--- config.mk ---
export PLATFORM = sky130hd
export DESIGN_NAME = operand_loader
export DESIGN_NICKNAME = d
export VERILOG_FILES = /design/src/rtl/operand_loader.sv
export SDC_FILE = /design/constraint.sdc
export NUM_CORES = 1
export LEC_CHECK = 0
export ABC_CLOCK_PERIOD_IN_PS = 2000
export CORE_AREA = 2 2 66 83
export CTS_CLUSTER_DIAMETER = 100
export DETAILED_ROUTE_END_ITERATION = 12
export DIE_AREA = 0 0 68 85
export PLACE_DENSITY = 0.81
export SYNTH_ARGS = -nofsm -noshare
export SYNTH_HDL_FRONTEND = slang
export SYNTH_SLANG_ARGS = --single-unit
--- constraint.sdc ---
create_clock -name clk -period 2 [get_ports clk]
set_input_delay 0.3 -clock clk [delete_from_list [all_inputs] [get_ports clk]]
set_output_delay 0.3 -clock clk [all_outputs]
set_load 0.005 [all_outputs]
--- src/rtl/operand_loader.sv ---
// Operand loader: captures X then Y for a Booth multiplier,
// pulses start, and watches the core for done or timeout.
module operand_loader #(
  parameter int DW = 32,
  parameter int TIMEOUT = 40,
  localparam int OW = DW / 2
) (
  input  logic                 clk,
  input  logic                 rst,
  input  logic                 i_load,
  input  logic signed [OW-1:0] i_data,
  input  logic                 i_done,
  input  logic                 i_clear,
  output logic signed [OW-1:0] o_multiplicand,
  output logic signed [DW:0]   o_init,
  output logic                 o_start,
  output logic                 o_busy,
  output logic                 o_load_ack,
  output logic                 o_err,
  output logic                 o_timeout
);

  localparam int CW =
    (TIMEOUT > 1) ? $clog2(TIMEOUT) : 1;
  localparam logic [CW-1:0] CNT_MAX =
    CW'(TIMEOUT - 1);

  typedef enum logic [1:0] {
    IDLE,
    WAIT_Y,
    START,
    BUSY
  } state_t;

  state_t              state_q;
  state_t              state_d;
  logic [CW-1:0]       cnt_q;
  logic [CW-1:0]       cnt_d;
  logic signed [OW-1:0] mult_d;
  logic signed [DW:0]   init_d;
  logic                ack_d;
  logic                err_d;
  logic                tmo_d;
  logic                start_d;
  logic                busy_d;

  always_comb begin
    state_d = state_q;
    cnt_d   = cnt_q;
    mult_d  = o_multiplicand;
    init_d  = o_init;
    ack_d   = 1'b0;
    err_d   = o_err;
    tmo_d   = o_timeout;
    if (i_clear) begin
      state_d = IDLE;
      cnt_d   = '0;
      mult_d  = '0;
      init_d  = '0;
      err_d   = 1'b0;
      tmo_d   = 1'b0;
    end else begin
      unique case (state_q)
        IDLE: begin
          if (i_load) begin
            mult_d  = i_data;
            ack_d   = 1'b1;
            state_d = WAIT_Y;
          end
        end
        WAIT_Y: begin
          if (i_load) begin
            init_d  = {{OW{1'b0}}, i_data, 1'b0};
            ack_d   = 1'b1;
            state_d = START;
          end
        end
        START: begin
          if (i_load) err_d = 1'b1;
          cnt_d   = '0;
          state_d = BUSY;
        end
        BUSY: begin
          if (i_load) err_d = 1'b1;
          // done wins over a coincident timeout
          if (i_done) begin
            cnt_d   = '0;
            state_d = IDLE;
          end else if (cnt_q == CNT_MAX) begin
            cnt_d   = '0;
            tmo_d   = 1'b1;
            state_d = IDLE;
          end else begin
            cnt_d = cnt_q + CW'(1);
          end
        end
        default: state_d = IDLE;
      endcase
    end
    start_d = (state_d == START);
    busy_d  = (state_d == START) ||
              (state_d == BUSY);
  end

  always_ff @(posedge clk) begin
    if (rst) begin
      state_q        <= IDLE;
      cnt_q          <= '0;
      o_multiplicand <= '0;
      o_init         <= '0;
      o_start        <= 1'b0;
      o_busy         <= 1'b0;
      o_load_ack     <= 1'b0;
      o_err          <= 1'b0;
      o_timeout      <= 1'b0;
    end else begin
      state_q        <= state_d;
      cnt_q          <= cnt_d;
      o_multiplicand <= mult_d;
      o_init         <= init_d;
      o_start        <= start_d;
      o_busy         <= busy_d;
      o_load_ack     <= ack_d;
      o_err          <= err_d;
      o_timeout      <= tmo_d;
    end
  end

endmodule

# Yosys cells after proc, flatten, opt, wreduce, memory -nomap -nowiden
# Index checks and enable logic that the tools add are counted.
[classes] addsub=1 mux=10 reduce_logical=11 bitwise_logic=2 eq_ne=6
[op_table] cell="6-bit 2-to-1 mux" count=2
[op_table] cell="6-bit case mux with 2 select lines" count=1
[op_table] cell="2-bit 2-to-1 mux" count=5
[op_table] cell="2-bit == test, second input constant" count=4
[op_table] cell="2-bit case mux with 4 select lines" count=1
[op_table] cell="6-bit by 1-bit adder with 6-bit output, second input constant" count=1
[op_table] cell="6-bit == test, second input constant" count=1
[op_table] cell="2-bit AND reduction" count=3
[op_table] cell="2-bit OR reduction" count=3
[op_table] cell="3-bit AND reduction" count=1
[op_table] cell="3-bit OR reduction" count=1
[op_table] cell="2-bit by 1-bit == test with 1-bit output, second input constant" count=1
[op_table] cell="2-bit logical NOT" count=1
[op_table] cell="1-bit inverter" count=2
[op_table] cell="2-bit nonzero test" count=1
[op_table] cell="1-bit logical OR" count=1
[op_table] cell="1-bit 2-to-1 mux" count=1
[totals] ff_bits=45 in_bits=21 elab_cells=39 output_inout_bits=54

# Depth between registers and ports, before layout
[depth] ltp_word=7 mapped_depth=6 ltp_nobuf=4

# Least setup slack after synthesis
# No wires, ideal clock.
[synth_timing] path_kind="register to register" start="register state_q[1]" end="register o_multiplicand[3]" t_required_ps=1868 path_buffers=3 period_less_slack_ps=1283 arrival_ps=1151 path_stages_with_launch=7 setup_ps=132 path_slack_ps=717 cell_sequence="dfxtp_1 buf_6 or3b_1 buf_6 buf_8 nand2_1 a21oi_1"
[synth_via] elab_chain_cells=2
[synth_rtl] item="start: declaration" line_no="35" rtl="state_t state_q;"
[synth_rtl] item="start signal: assignment" line_no="117" rtl="state_q <= state_d;"
[synth_rtl] item="2-bit logical NOT" line_no="63" rtl="unique case (state_q)"
[synth_rtl] item="2-bit AND reduction (no source line)"
[synth_rtl] item="end signal: assignment" line_no="119" rtl="o_multiplicand <= mult_d;"
[synth_rtl] item="end: declaration" line_no="14" rtl="output logic signed [OW-1:0] o_multiplicand,"
# No other way between the ends.
# A chain may end at the register's enable or synchronous reset.

# Final worst setup path
[layout_timing] start="register state_q[1]" end="register o_multiplicand[9]"
# The elaborated chain is that of the path after synthesis.

==> run_results.csv <==
group,metric,value,unit
power_and_ir_drop,intPower,0.001359,W
layout,final_common_cell,"nand2_1",
layout,fillerInstances,488,
layout,finalNonFillerCells,333,
cts,htree_levels,2,
worst_setup_path,startpoint,"state_q[1]",
die,dieWidth,68,microns
power_and_ir_drop,pwr-share-clk,37.8,%
drt,first_pass_iters,4,
power_and_ir_drop,switchingPower,0.0003899,W
timing,fmax,0.6083,GHz
place,place_inst,326,
drt,viasPerCell,4.664,
timing,finalClockSkew,0.003452,ns
synthesis,yosysSeqAreaShare,49.11,%
power_and_ir_drop,power.total,0.001749,W
cts,ctsHoldBuffers,0,
timing,period_share,82.20,%
worst_setup_path,worstSetupEndpointType,"flip-flop",
die,fp.dieH,85,microns
power_and_ir_drop,power.share.switching,22.29,%
cts,clock_path_buffers,2,
cts,cts_resized,0,
layout,finalNetCount,293,
drt,drt_iter0_markers,58,
timing,setup_viol_count_final,0,
power_and_ir_drop,peakVddDrop,0.3082,mV
drt,drc,0,
layout,post_route_cells_drive_above_1_share,7.011,%
run,maxCapViolCount,0,
cts,cts-root-buf,"clkbuf_8",
cts,postCtsSetupRepairBufs,0,
die,core,5007,sq um
layout,final_cell_mix,"nand2_1 (65), clkdlybuf4s50_1 (57), dfxtp_1 (45), a21oi_1 (34), conb_1 (17)",
drt,vias,1553,
global_route,grt_overflow,0,
synthesis,syn_avg_cell_area,8.453,sq um
worst_setup_path,r2r_start,"state_q[1]",
global_route,grt.total_usage,13.90,%
timing,tightest_slew,0.6714,ns
cts,cts_made_buffers,5,
global_route,antenna_found_initial,0,
cts,clock-sinks,45,
timing,timing.hold.ws,0.4500,ns
power_and_ir_drop,p_leak,0.8860,nW
die,io_pins,75,
timing,slew_viol_final,0,
drt,drt-total-wl,3950,microns
synthesis,syn_area,1834,sq um
hold_path,worstHoldPathType,"flip-flop to flip-flop",
synthesis,ys_seq_elements,45,
cts,cts.clk_slew.worst_paths,0.08,ns
worst_setup_path,path_class,"flip-flop to flip-flop",
synthesis,synth.distinct_cells,33,
die,num_rows,29,
place,place_area,2355,sq um
layout,diodes,0,
power_and_ir_drop,power_density,711.4,nW/um^2
timing,tns,0,ns
die,die_area,5780,sq um
cts,clock_latency,0.30,ns
timing,period_needed,1.644,ns
synthesis,ys_warn_count,0,
timing,rsz0062_at_grt,"false",
outcome,outcome,"completed",
power_and_ir_drop,seq_power_share,52.8,%
power_and_ir_drop,pwr-share-comb,9.3,%
worst_setup_path,cp-start-kind,"flip-flop",
die,initial_core_util,36.63,%
worst_setup_path,critPathArrivalTime,1.86,ns
timing,hold_viol,0,
place,gp_congestion,0.7270,
global_route,grt_pass1_vias,1373,
drt,detail_route.wl_per_cell,11.86,microns
timing,slew_headroom,55.24,%
place,hpwl,2823,microns
layout,synthToLayoutAreaGrowth,34.04,%
place,io_buffers,57,
worst_setup_path,rrSetupSlack,0.36,ns
hold_path,hp-start,"o_timeout",
synthesis,syn_inst,217,
cts,cts_tree,"built",
drt,antenna_left,0,
layout,final_area,2459,sq um
global_route,grt_max_degree,37,
worst_setup_path,crit_fanout,17,
global_route,grt_pass1_wl,6127,microns
worst_setup_path,required,2.22,ns
[cells by family after synthesis]
logic type                 share of synthesized area (%)
and+or+nand+nor                                    22.37
DFF                                                49.11
AOI/OAI and AO/OA                                  12.96
buffers and inverters                              12.28
xor gates and xnor gates                           2.387
adders and majority gates                         0.6820
other                                             0.2044
[critical path, stage by stage (launching register included)]
cell and delay (ns):
dfxtp_1 0.69, or3b_1 0.57, nand2_1 0.12, a21oi_1 0.19
[per-layer routing]
metal  wire length, microns  vias to the layer above  track usage, %
met5                      0                        -               0
met4                     56                        0           5.455
met3                    247                        8           4.244
met2                   1998                       52           24.27
li1                       -                      779               -
met1                   1648                      714           15.25
[final timing paths]
check | to | cells after the start
setup / recovery | o_multiplicand[9] | 3
hold / removal | o_timeout | 2
setup reg to reg | o_multiplicand[9] | 3
hold reg to reg | o_timeout | 2
[sequential cells by signal, indices dropped and copies added (netlist names)]
signal,cells
cnt_q,6
o_busy,1
o_err,1
o_init,16
o_load_ack,1
o_multiplicand,16
o_start,1
o_timeout,1
state_q,2
[metrics by stage]
step | util (%) | worst slack (ns)
floorplan | - | 0.7173
global placement | 47.03 | 0.2200
detailed placement | 47.03 | 0.1978
CTS | 49.10 | 0.3556
global route | 49.10 | 0.1974
finish | 49.10 | 0.3560
[cell type report]
class | count | area (sq um) | area share (%)
clock buffer | 5 | 68.82 | 2.799
sequential | 45 | 900.9 | 36.64
timing repair buffer | 61 | 600.6 | 24.43
clock inverter | 2 | 35.03 | 1.425
inverter | 2 | 7.507 | 0.3053
multi-input combinational | 156 | 768.2 | 31.25
tap | 62 | 77.57 | 3.155
[power groups by stage]
stage          Clock, W  Sequential [W]  Combinational [W]
4_1_cts        0.000679        0.000924           0.000165
3_3_place_gp          0        0.000945           0.000162
2_1_floorplan         0        0.000942           0.000107
6_report       0.000662        0.000924           0.000163
3_5_place_dp          0        0.000946           0.000164
5_1_grt        0.000711        0.000927           0.000181
[cell usage after synthesis]
| cell | number | area (sq um) |
|---|---|---|
| buf_4 | 20 | 150.1 |
| and3_2 | 1 | 7.510 |
| nor3b_4 | 1 | 18.77 |
| conb_1 | 1 | 3.750 |
| or3_1 | 1 | 6.260 |
| o21ai_0 | 4 | 20.02 |
| clkbuf_1 | 4 | 15.01 |
| a21oi_1 | 34 | 170.2 |
| or2_2 | 1 | 6.260 |
| inv_1 | 2 | 7.510 |
| a31oi_1 | 4 | 25.02 |
| buf_2 | 3 | 15.01 |
| nor2b_1 | 3 | 18.77 |
| dfxtp_1 | 45 | 900.9 |
| and3b_2 | 1 | 10.01 |
| nand3_1 | 1 | 5.000 |
| buf_8 | 1 | 15.01 |
| nor2_1 | 5 | 18.77 |
| nand3b_1 | 1 | 7.510 |
| nand4_1 | 1 | 6.260 |
| nand4_2 | 1 | 12.51 |
| nor3_1 | 3 | 15.01 |
| nand2_2 | 1 | 6.260 |
| buf_6 | 2 | 22.52 |
| a41o_1 | 1 | 10.01 |
| xnor2_1 | 1 | 8.760 |
| nand3b_2 | 1 | 11.26 |
| ha_1 | 1 | 12.51 |
| nor3b_1 | 1 | 7.510 |
| nand2_1 | 65 | 244.0 |
| or3b_1 | 1 | 8.760 |
| xor2_1 | 4 | 35.03 |
| a211oi_2 | 1 | 12.51 |
Note: power is estimated with default switching activity, not from simulation.
